$ cat src/rtl/if_stage_if.sv
// Instruction-memory fetch bus: variable-latency req/ack handshake.
interface if_stage_if;
    logic        imem_req;
    logic [31:0] imem_addr;
    logic        imem_ack;
    logic [31:0] imem_rd_data;

    // Fetch stage drives the request, memory answers.
    modport master (
        output imem_req,
        output imem_addr,
        input  imem_ack,
        input  imem_rd_data
    );

    modport slave (
        input  imem_req,
        input  imem_addr,
        output imem_ack,
        output imem_rd_data
    );
endinterface

$ cat src/rtl/if_stage.sv
// Instruction-fetch stage: owns the PC, fetches over the imem handshake and
// loads the IF/ID register. Redirects on flush / taken branch, parks a word
// that arrives during a stall, and swallows responses of killed fetches.
module if_stage #(
    parameter logic [31:0] RESET_VECTOR = 32'h0000_0000
) (
    input  logic        clk,
    input  logic        reset,
    if_stage_if.master  imem,
    input  logic        stall,
    input  logic        flush,
    input  logic [31:0] new_pc,
    input  logic        br_taken,
    input  logic [31:0] br_addr,
    output logic        busy,
    output logic [31:0] if_pc,
    output logic [31:0] if_pc_plus4,
    output logic [31:0] if_insn,
    output logic        if_en
);

    localparam logic [31:0] Nop = 32'h0000_0013;

    typedef enum logic [1:0] {StFetch, StHold, StDiscard} state_e;

    state_e      state_q;
    logic [31:0] pc_q;
    logic [31:0] stale_addr_q;  // address of the killed request still in flight
    logic [31:0] hold_insn_q;
    logic [31:0] if_pc_q;
    logic [31:0] if_pc_plus4_q;
    logic [31:0] if_insn_q;
    logic        if_en_q;

    logic        redirect;
    logic [31:0] target;
    logic [31:0] pc_plus4;

    // Redirect decode and bus outputs, all combinational from state/pc.
    always_comb begin
        // A taken branch loses to a stall; flush wins over both.
        redirect = flush | (br_taken & ~stall);
        target   = flush ? {new_pc[31:2], 2'b00} : {br_addr[31:2], 2'b00};
        pc_plus4 = pc_q + 32'd4;
        imem.imem_req  = (state_q != StHold);
        imem.imem_addr = (state_q == StDiscard) ? stale_addr_q : pc_q;
        busy = ((state_q == StFetch) & ~imem.imem_ack) | (state_q == StDiscard);
    end

    // Fetch FSM, PC and IF/ID register.
    always_ff @(posedge clk or posedge reset) begin
        if (reset) begin
            state_q       <= StFetch;
            pc_q          <= RESET_VECTOR;
            stale_addr_q  <= 32'h0;
            hold_insn_q   <= 32'h0;
            if_pc_q       <= 32'h0;
            if_pc_plus4_q <= 32'h0;
            if_insn_q     <= Nop;
            if_en_q       <= 1'b0;
        end else if (redirect) begin
            pc_q      <= target;
            if_en_q   <= 1'b0;
            if_insn_q <= Nop;
            unique case (state_q)
                StFetch: begin
                    // Outstanding request must drain before the target is issued.
                    if (!imem.imem_ack) begin
                        stale_addr_q <= pc_q;
                        state_q      <= StDiscard;
                    end
                end
                StHold:    state_q <= StFetch;
                StDiscard: state_q <= StDiscard;
                default:   state_q <= StFetch;
            endcase
        end else begin
            // Without a stall an unfilled slot becomes a bubble.
            if (!stall) begin
                if_en_q <= 1'b0;
            end
            unique case (state_q)
                StFetch: begin
                    if (imem.imem_ack) begin
                        if (!stall) begin
                            if_pc_q       <= pc_q;
                            if_pc_plus4_q <= pc_plus4;
                            if_insn_q     <= imem.imem_rd_data;
                            if_en_q       <= 1'b1;
                            pc_q          <= pc_plus4;
                        end else begin
                            hold_insn_q <= imem.imem_rd_data;
                            state_q     <= StHold;
                        end
                    end
                end
                StHold: begin
                    if (!stall) begin
                        if_pc_q       <= pc_q;
                        if_pc_plus4_q <= pc_plus4;
                        if_insn_q     <= hold_insn_q;
                        if_en_q       <= 1'b1;
                        pc_q          <= pc_plus4;
                        state_q       <= StFetch;
                    end
                end
                StDiscard: begin
                    if (imem.imem_ack) begin
                        state_q <= StFetch;
                    end
                end
                default: state_q <= StFetch;
            endcase
        end
    end

    assign if_pc       = if_pc_q;
    assign if_pc_plus4 = if_pc_plus4_q;
    assign if_insn     = if_insn_q;
    assign if_en       = if_en_q;

endmodule
$ cat src/flat_wrapper.sv
// flat-port wrapper written by rule: the top's interface ports become plain ports
module if_stage_flat 
#(
    parameter logic [31:0] RESET_VECTOR = 32'h0000_0000
)
  (clk, reset, stall, flush, new_pc, br_taken, br_addr, busy, if_pc, if_pc_plus4, if_insn, if_en, imem_imem_req, imem_imem_addr, imem_imem_ack, imem_imem_rd_data);
  if_stage_if imem_i ();
  input  logic clk;
  input  logic reset;
  input  logic stall;
  input  logic flush;
  input  logic [31:0] new_pc;
  input  logic br_taken;
  input  logic [31:0] br_addr;
  output logic busy;
  output logic [31:0] if_pc;
  output logic [31:0] if_pc_plus4;
  output logic [31:0] if_insn;
  output logic if_en;
  output wire logic [$bits(imem_i.imem_req)-1:0] imem_imem_req;
  output wire logic [$bits(imem_i.imem_addr)-1:0] imem_imem_addr;
  input wire logic [$bits(imem_i.imem_ack)-1:0] imem_imem_ack;
  input wire logic [$bits(imem_i.imem_rd_data)-1:0] imem_imem_rd_data;
  assign imem_imem_req = imem_i.imem_req;
  assign imem_imem_addr = imem_i.imem_addr;
  assign imem_i.imem_ack = imem_imem_ack;
  assign imem_i.imem_rd_data = imem_imem_rd_data;
  if_stage #(.RESET_VECTOR(RESET_VECTOR)) u_core (.clk(clk), .reset(reset), .imem(imem_i), .stall(stall), .flush(flush), .new_pc(new_pc), .br_taken(br_taken), .br_addr(br_addr), .busy(busy), .if_pc(if_pc), .if_pc_plus4(if_pc_plus4), .if_insn(if_insn), .if_en(if_en));
endmodule
$ cat config.mk
export PLATFORM = sky130hd
export DESIGN_NAME = if_stage_flat
export DESIGN_NICKNAME = d
export VERILOG_FILES = /design/src/rtl/if_stage_if.sv /design/src/rtl/if_stage.sv /design/src/flat_wrapper.sv
export SDC_FILE = /design/constraint.sdc
export NUM_CORES = 1
export LEC_CHECK = 0
export BUFFER_PORTS_ARGS = -buffer_cell sky130_fd_sc_hd__buf_2
export CORE_MARGIN = 5
export CORE_UTILIZATION = 45
export CTS_CLUSTER_SIZE = 28
export DETAILED_ROUTE_END_ITERATION = 16
export PLACE_DENSITY = 0.7
export SLEW_MARGIN = 20
export SYNTH_ARGS = -nofsm -noshare
export SYNTH_HDL_FRONTEND = slang
export SYNTH_SLANG_ARGS = --single-unit
$ cat constraint.sdc
create_clock -name clk -period 6.8 [get_ports clk]
set_clock_uncertainty 0.2 [all_clocks]
set_input_delay 1.02 -clock clk [delete_from_list [all_inputs] [get_ports clk]]
set_output_delay 1.02 -clock clk [all_outputs]
set_load 0.01 [all_outputs]
# --- After elaboration in Yosys (flattened, before gate mapping) ---
# Index checks and enable logic that the tools add are counted.
# Widths: inputs -> output; s select.
totals:
  ff_bits: 195
  wordCells: 65
  in_bits: 102
  output_inout_bits: 131
op_classes:
  muxes: 30
  n_addsub: 1
  n_eq_ne: 10
  bitwise: 7
  n_reduce_logical: 9
ops:
  columns: ["op", "count"]
  rows:
  - ["$mux 32", 13]
  - ["$pmux 32 s2", 4]
  - ["$add 32x3->32 const B", 1]
  - ["$ne 3x2->1 const B", 5]
  - ["$mux 2", 6]
  - ["$reduce_and 4->1", 2]
  - ["$pmux 2 s3", 1]
  - ["$reduce_and 3->1", 2]
  - ["$reduce_and 5->1", 1]
  - ["$mux 1", 4]
  - ["$pmux 2 s2", 1]
  - ["$ne 3x3->1 const B", 1]
  - ["$not 1->1", 3]
  - ["$reduce_bool 3->1", 1]
  - ["$and 1x1->1", 2]
  - ["$eq 2x1->1 const B", 1]
  - ["$eq 2x2->1 const B", 1]
  - ["$logic_not 2->1", 1]
  - ["$ne 2x1->1 const B", 1]
  - ["$ne 2x2->1 const B", 1]
  - ["$or 1x1->1", 2]
  - ["$pmux 1 s2", 1]
  - ["$reduce_and 2->1", 1]
  - ["$reduce_bool 2->1", 1]

# --- Logic depth before layout (Yosys ltp) ---
# Gate-level depths: netlist (run 1).
logic_depth:
  word_depth: 5
  depth_mapped: 8
  depth_no_buf: 6

# --- Least setup slack after synthesis (run 1) ---
# Ideal clock, no wire load.
synth_timing:
  kind: "flip-flop to output port"
  startpoint: "reg u_core.state_q[0]"
  endpoint: "out imem_imem_addr[10]"
  n_path_buf: 2
  setup_slack_ns: 4.160
  t_required_ns: 5.580
  t_arrival_ns: 1.420
  stages_incl_launch_ff: 5
  path_cell_list: "dfrtp_1 -> buf_2 -> nor2_1 -> clkbuf_1 -> mux2_2"
synth_via:
  elab_chain_cells: 2
synth_lines:
  columns: ["item", "line_no", "text"]
  rows:
  - ["from (decl)", "if_stage.sv:26", "state_e state_q;"]
  - ["from (signal assigned)", "if_stage.sv:53", "state_q <= StFetch;"]
  - ["from (signal assigned)", "if_stage.sv:70", "state_q <= StDiscard;"]
  - ["from (signal assigned)", "if_stage.sv:73", "StHold: state_q <= StFetch;"]
  - ["$eq 2x2->1", "if_stage.sv:46", "imem.imem_addr = (state_q == StDiscard) ? stale_addr_q : pc_q;"]
  - ["$mux 32", "if_stage.sv:46", null]
  - ["to (decl)", "flat_wrapper.sv:21", "output wire logic [$bits(imem_i.imem_addr)-1:0] imem_imem_addr;"]
# Every way passes these cells.

# --- Final worst setup path (run 1) ---
layout_timing:
  startpoint: "reg u_core.state_q[0]"
  endpoint: "out imem_imem_addr[11]"
# The elaborated chain is that of the path after synthesis.

==> results.json, run 1 <==
{
  "relSlewSlack_pct": 33.0,
  "cts-resized-gates": 0,
  "syn2layout_area_growth_pct": 21.2,
  "syn-mean-instance-area_um2": 10.5,
  "grt_pass1_vias": 6976,
  "p_leak_nw": 5.30,
  "crit_chain": "nor2_4, mux2_2, buf_2",
  "cts_sinks": 187,
  "cts_buffer_depth": 2,
  "grt_max_degree": 126,
  "grt_first_pass_wirelength_um": 38000,
  "setup_viol": 0,
  "core_area_um2": 20000,
  "slowest_delay_ns": 0.81,
  "antenna_cells": 0,
  "hold_buffers": 0,
  "drc": 0,
  "status": "complete, no violations",
  "fin_crit_sh_pct": 51.7,
  "startpoint_type": "flop",
  "wl_um": 23300,
  "vias": 6936,
  "power_mw": 3.60,
  "worstHoldPathType": "reg -> reg",
  "cts_max_level": 4,
  "synth_xor_xnor_area_share_pct": 5.40,
  "dpl.cell_count": 1294,
  "critPathKind": "reg -> out",
  "start_util_pct": 45.3,
  "grtUsageMet1_pct": 25.9,
  "syn-instance-count": 869,
  "dieHeight_um": 152,
  "power_density_nw_per_um2": 327,
  "synthMuxAreaShare_pct": 15.0,
  "slowest_stage": "nor2_4",
  "stdcell_area_um2": 11000,
  "rows": 52,
  "grt-ovfl-total": 0,
  "slew_viol_final": 0,
  "dr.pass1.iters": 5,
  "hold_viol": 0,
  "tns_ns": 0,
  "io_pins": 233,
  "drive_above_1_share_pct": 35.5,
  "yosys_warnings": 0,
  "cts_tree": "yes",
  "clk_pin_slew_ns": 0.07,
  "hold_slack_ns": 0.270,
  "clkLatencyLatePin_ns": 0.42,
  "port_buffers": 222,
  "antenna_found_initial": 3,
  "synth-simple-area-share_pct": 14.9,
  "worst_pin_slew_ns": 1.00,
  "end_kind": "primary output",
  "synth_top_family_by_area": "multiplexers",
  "ant_nets": 0,
  "synthAdderAreaFrac_pct": 0.248,
  "cts_buffers": 17,
  "fp.dieArea_um2": 23100,
  "finalWorstSetupSlack_ns": 3.28,
  "worstHoldStart": "u_core.if_pc[20]",
  "layout_min_cycle_time_ns": 3.52,
  "nets": 1146,
  "avgViaCountPerCell": 5.23,
  "gp_congestion": 0.770,
  "synth_area_um2": 9090,
  "die_w_um": 152,
  "fmax_mhz": 284,
  "synth.distinct_cells": 41,
  "grt.met2_usage_pct": 32.6,
  "grt_busiest_layer": "met2",
  "synth-edff-count": 0,
  "place_area_um2": 10300,
  "layoutNonFillerInstCount": 1325,
  "ys.flop_type": "dfrtp_1",
  "ys_async_sr_fraction_pct": 100,
  "post_drt_wl_per_cell_um": 17.6,
  "utilization_pct": 55.0,
  "dp_hpwl_um": 15800,
  "synth_compound_area_share_pct": 8.67,
  "place_ws_ns": 3.53,
  "cp.arrival_ns": 2.30,
  "max_cap_viol_count": 0,
  "cp_max_fo": 31,
  "synth-seq-cells": 187,
  "ir_drop_mv": 0.181,
  "worstPathRequired_ns": 5.58,
  "rsz0062_at_grt": "false",
  "critPathLaunch": "u_core.state_q[0]",
  "use_met3_pct": 7.51,
  "root_buffer": "clkbuf_16",
  "worstReg2RegStart": "u_core.pc_q[2]",
  "track_usage_pct": 20.2,
  "cts_setup_buffers": 0,
  "drt_iter0_markers": 341,
  "seq_area_frac_synth_pct": 51.5
}
[state kept, by name (all words and copies together), names as in the netlist]
register / flops
u_core.state_q: 2
u_core.pc_q: 30
u_core.if_pc_plus4: 30
u_core.if_en: 1
u_core.if_insn: 32
u_core.hold_insn_q: 32
u_core.if_pc: 30
u_core.stale_addr_q: 30
[synth_stat cells (2+ instances only)]
| cell | n | area share, % |
|---|---|---|
| nand3_1 | 17 | 0.94 |
| buf_1 | 10 | 0.41 |
| nor4_2 | 3 | 0.41 |
| nor2_1 | 45 | 1.9 |
| a31oi_1 | 2 | 0.14 |
| and3_1 | 6 | 0.41 |
| dfstp_2 | 3 | 0.87 |
| nor2b_1 | 28 | 1.9 |
| mux2_2 | 91 | 11 |
| o21ai_1 | 2 | 0.11 |
| a21oi_1 | 28 | 1.5 |
| xnor2_1 | 12 | 1.2 |
| buf_4 | 9 | 0.74 |
| inv_1 | 4 | 0.17 |
| mux2i_1 | 34 | 3.7 |
| o211ai_1 | 3 | 0.25 |
| nor3_1 | 3 | 0.17 |
| xor2_1 | 44 | 4.2 |
| buf_2 | 16 | 0.88 |
| a211oi_1 | 57 | 4.7 |
| nand2_1 | 146 | 6.0 |
| and2_1 | 2 | 0.14 |
| clkbuf_1 | 46 | 1.9 |
| nand4_1 | 24 | 1.7 |
| o21ai_0 | 32 | 1.8 |
| and4_1 | 3 | 0.29 |
| dfrtp_1 | 184 | 51 |
| nor4_4 | 2 | 0.47 |
[critical path, delay by kind of cell (launching register included)]
kind	cells	cell delay, ns
muxes	1	0.44
buffers and inverters	1	0.15
and+or+nand+nor	1	0.81
DFF	1	0.46
[cell usage in the layout, fill, tap and decap left out, drive strengths merged, types with 3 or more instances in the layout]
cell type,n
a211oi,57
o21ai,34
nor2,45
xor2,44
mux2,91
conb,6
nor3,3
nand2,147
dfrtp,184
a21oi,28
and4,3
nand3,18
buf,232
clkbuf,18
bufinv,7
mux2i,34
xnor2,12
nor4,5
nor2b,28
dfstp,3
and3,6
inv,8
nand4,25
o211ai,3
[metal layers]
metal	wire, um	up-vias
met2	11100	214
met5	22	-
met1	10000	3358
met3	1840	29
met4	331	6
li1	-	3329
[cell families after synthesis]
family	after synthesis
AO/OA/AOI/OAI	126
XOR/XNOR	56
adder cells (fa/ha/maj)	2
other	1
flip-flops	187
AND/OR/NAND/NOR	286
buffers and inverters	86
multiplexers	125
[worst paths after layout]
check,endpoint,slack [ns],cells after the start
max in group asynchronous,u_core.pc_q[31],4.41,3
max reg2reg,u_core.pc_q[28],4.08,6
max,imem_imem_addr[11],3.28,3
min reg2reg,u_core.if_pc[20],0.27,2
min,u_core.if_pc[20],0.27,2
min in group asynchronous,u_core.if_insn[7],0.58,2
[power by group]
group / internal, mW / total [mW] / switching [mW]
clock: 0.740 / 1.18 / 0.437
sequential: 1.39 / 1.58 / 0.181
combinational: 0.407 / 0.850 / 0.443
[final cells by class]
type,instances,area [um2]
Inverter,4,22.5
Fill cell,1820,9030
Clock buffer,18,439
Sequential cell,187,4680
Tap cell,270,338
Clock inverter,13,258
Timing Repair Buffer,232,1190
Multi-Input combinational cell,601,4080
No activity file was read; power rests on OpenSTA's default activity.
==> run 2, diff against run 1 <==
- clock period: 6.8 -> 3.3 ns (I/O delays scaled with it)
==> run 2 against run 1 <==
  * Critical path depth up 1
  * Clock power up 69%
  * Core utilization down 0.056 points
  * Flip-flop and latch count unchanged
  * Combinational power up 110%
  * Cell area down 0.10%
  * Sequential power up 110%
  * Largest power group unchanged
  * Worst hold slack worse by 0.16 ns
  * Largest cell class unchanged
==> results.json, run 2 (same netlist as run 1, synthesis figures left out) <==
{
  "status": "complete, no violations",
  "wl_um": 23400,
  "cts_sinks": 187,
  "hold_buffers": 1,
  "hold_slack_ns": 0.108,
  "worst_pin_slew_ns": 0.764,
  "setup_viol": 0,
  "power_density_nw_per_um2": 637,
  "cts_tree": "yes",
  "fillCellCount": 1866,
  "vias": 6958,
  "max_cap_viol_count": 0,
  "syn2layout_area_growth_pct": 21.1,
  "ant_nets": 0,
  "p_leak_nw": 5.29,
  "cp.arrival_ns": 2.02,
  "layout_commonest_cell": "buf_2",
  "core_area_um2": 20000,
  "antenna_found_initial": 1,
  "drt_iter0_markers": 350,
  "grt_max_degree": 90,
  "end_kind": "primary output",
  "startpoint_type": "flop",
  "critPathTopFamily": "buffers and inverters",
  "port_buffers": 222,
  "worstPathRequired_ns": 2.60,
  "relSlewSlack_pct": 48.6,
  "io_pins": 233,
  "grt_first_pass_wirelength_um": 38200,
  "critPathKind": "reg -> out",
  "root_buffer": "clkbuf_16",
  "layout_min_cycle_time_ns": 2.71,
  "p_clk_share_pct": 28.5,
  "netSwitchingFraction_pct": 32.3,
  "crit_chain": "nor2_4, buf_4, mux2_2, buf_2",
  "seqPwrFrac_pct": 46.3,
  "clk_pin_slew_ns": 0.08,
  "fmax_mhz": 369,
  "final_cell_mix": "222 x buf_2, 184 x dfrtp_1, 144 x nand2_1, 91 x mux2_2, 57 x a211oi_1",
  "hold_viol": 0,
  "start_util_pct": 45.3,
  "ir_drop_mv": 0.353,
  "cp_num_buf_inv": 2,
  "nets": 1155,
  "cts_buffer_depth": 2,
  "rows": 52,
  "worstHoldPathType": "in -> reg",
  "dieHeight_um": 152,
  "slew_viol_final": 0,
  "cts-resized-gates": 0,
  "track_usage_pct": 20.2,
  "grt_pass1_vias": 7054,
  "slowest_stage": "dfrtp_1",
  "clkLatencyLatePin_ns": 0.43,
  "grt-ovfl-total": 0,
  "dr.pass1.iters": 6,
  "rsz0062_at_grt": "false",
  "dp_hpwl_um": 16300,
  "drc": 0,
  "cts_max_level": 4,
  "switchingPower_mw": 2.27,
  "avgViaCountPerCell": 5.21,
  "cts_buffers": 17,
  "gp_congestion": 0.773,
  "p_int_mw": 4.74,
  "post_drt_wl_per_cell_um": 17.5,
  "cts_setup_buffers": 0,
  "slowest_delay_ns": 0.47,
  "drive_above_1_share_pct": 35.9,
  "die_w_um": 152,
  "fin_crit_sh_pct": 82.2,
  "tns_ns": 0,
  "antenna_cells": 0,
  "fp.dieArea_um2": 23100,
  "cp_max_fo": 31,
  "pwr-share-comb_pct": 25.2
}
==> run 2: worst reg2reg max path, stage by stage (launching register included) <==
cell and delay, ns:
dfrtp_1 0.51, ha_1 0.28, nand3_2 0.19, nor4_4 0.65
nand2_2 0.13, or3_1 0.38, a31oi_1 0.16
==> run 2: final cells by class <==
class	instances	area [um2]	share of cell area, %
multi-input combinational	601	4080	37.1
sequential	187	4680	42.6
inverter	4	18.8	0.171
tap	270	338	3.07
clock buffer	19	443	4.03
timing repair buffer	241	1320	12.0
clock inverter	13	121	1.10
==> run 2: per-layer routing <==
layer  up-vias  track usage (%)  part of all wire (%)
met2       217             32.5                    48
li1       3356                -                     -
met4         2             6.51                   2.1
met1      3347             26.5                    42
met5         -                0                 0.047
met3        36             6.09                   7.8
==> run 2: final timing paths <==
path / cells after the start / slack (ns) / end / startpoint
max: 4 / 0.59 / imem_imem_addr[22] / u_core.state_q[0]
min: 2 / 0.11 / u_core.hold_insn_q[13] / imem_imem_rd_data[13]
max reg2reg: 6 / 0.73 / u_core.pc_q[30] / u_core.pc_q[2]
min reg2reg: 2 / 0.27 / u_core.if_pc[11] / u_core.if_pc[11]
max in group asynchronous: 4 / 1.61 / u_core.pc_q[15] / reset
min in group asynchronous: 3 / 0.54 / u_core.if_insn[25] / reset
==> run 2: through the flow <==
step                util [%]  total power [mW]  setup slack, ns  cell area (um2)  std cells
global placement        52.0              5.01            0.784            10400       1302
finish                  54.9              7.01            0.588            11000       1335
floorplan                  -              4.34            0.201             9110        874
detailed placement      52.0              5.08            0.712            10400       1302
global route            54.9              7.43            0.515            11000       1335
CTS                     54.9              7.10            0.572            11000       1335
==> run 2: power by group through the flow <==
| stage | registers, mW | clock network [mW] | logic, mW |
|---|---|---|---|
| floorplan | 3.28 | 0 | 1.05 |
| global placement | 3.25 | 0 | 1.75 |
| detailed placement | 3.29 | 0 | 1.79 |
| CTS | 3.24 | 2.05 | 1.80 |
| global route | 3.32 | 2.15 | 1.95 |
| finish | 3.25 | 2.00 | 1.77 |
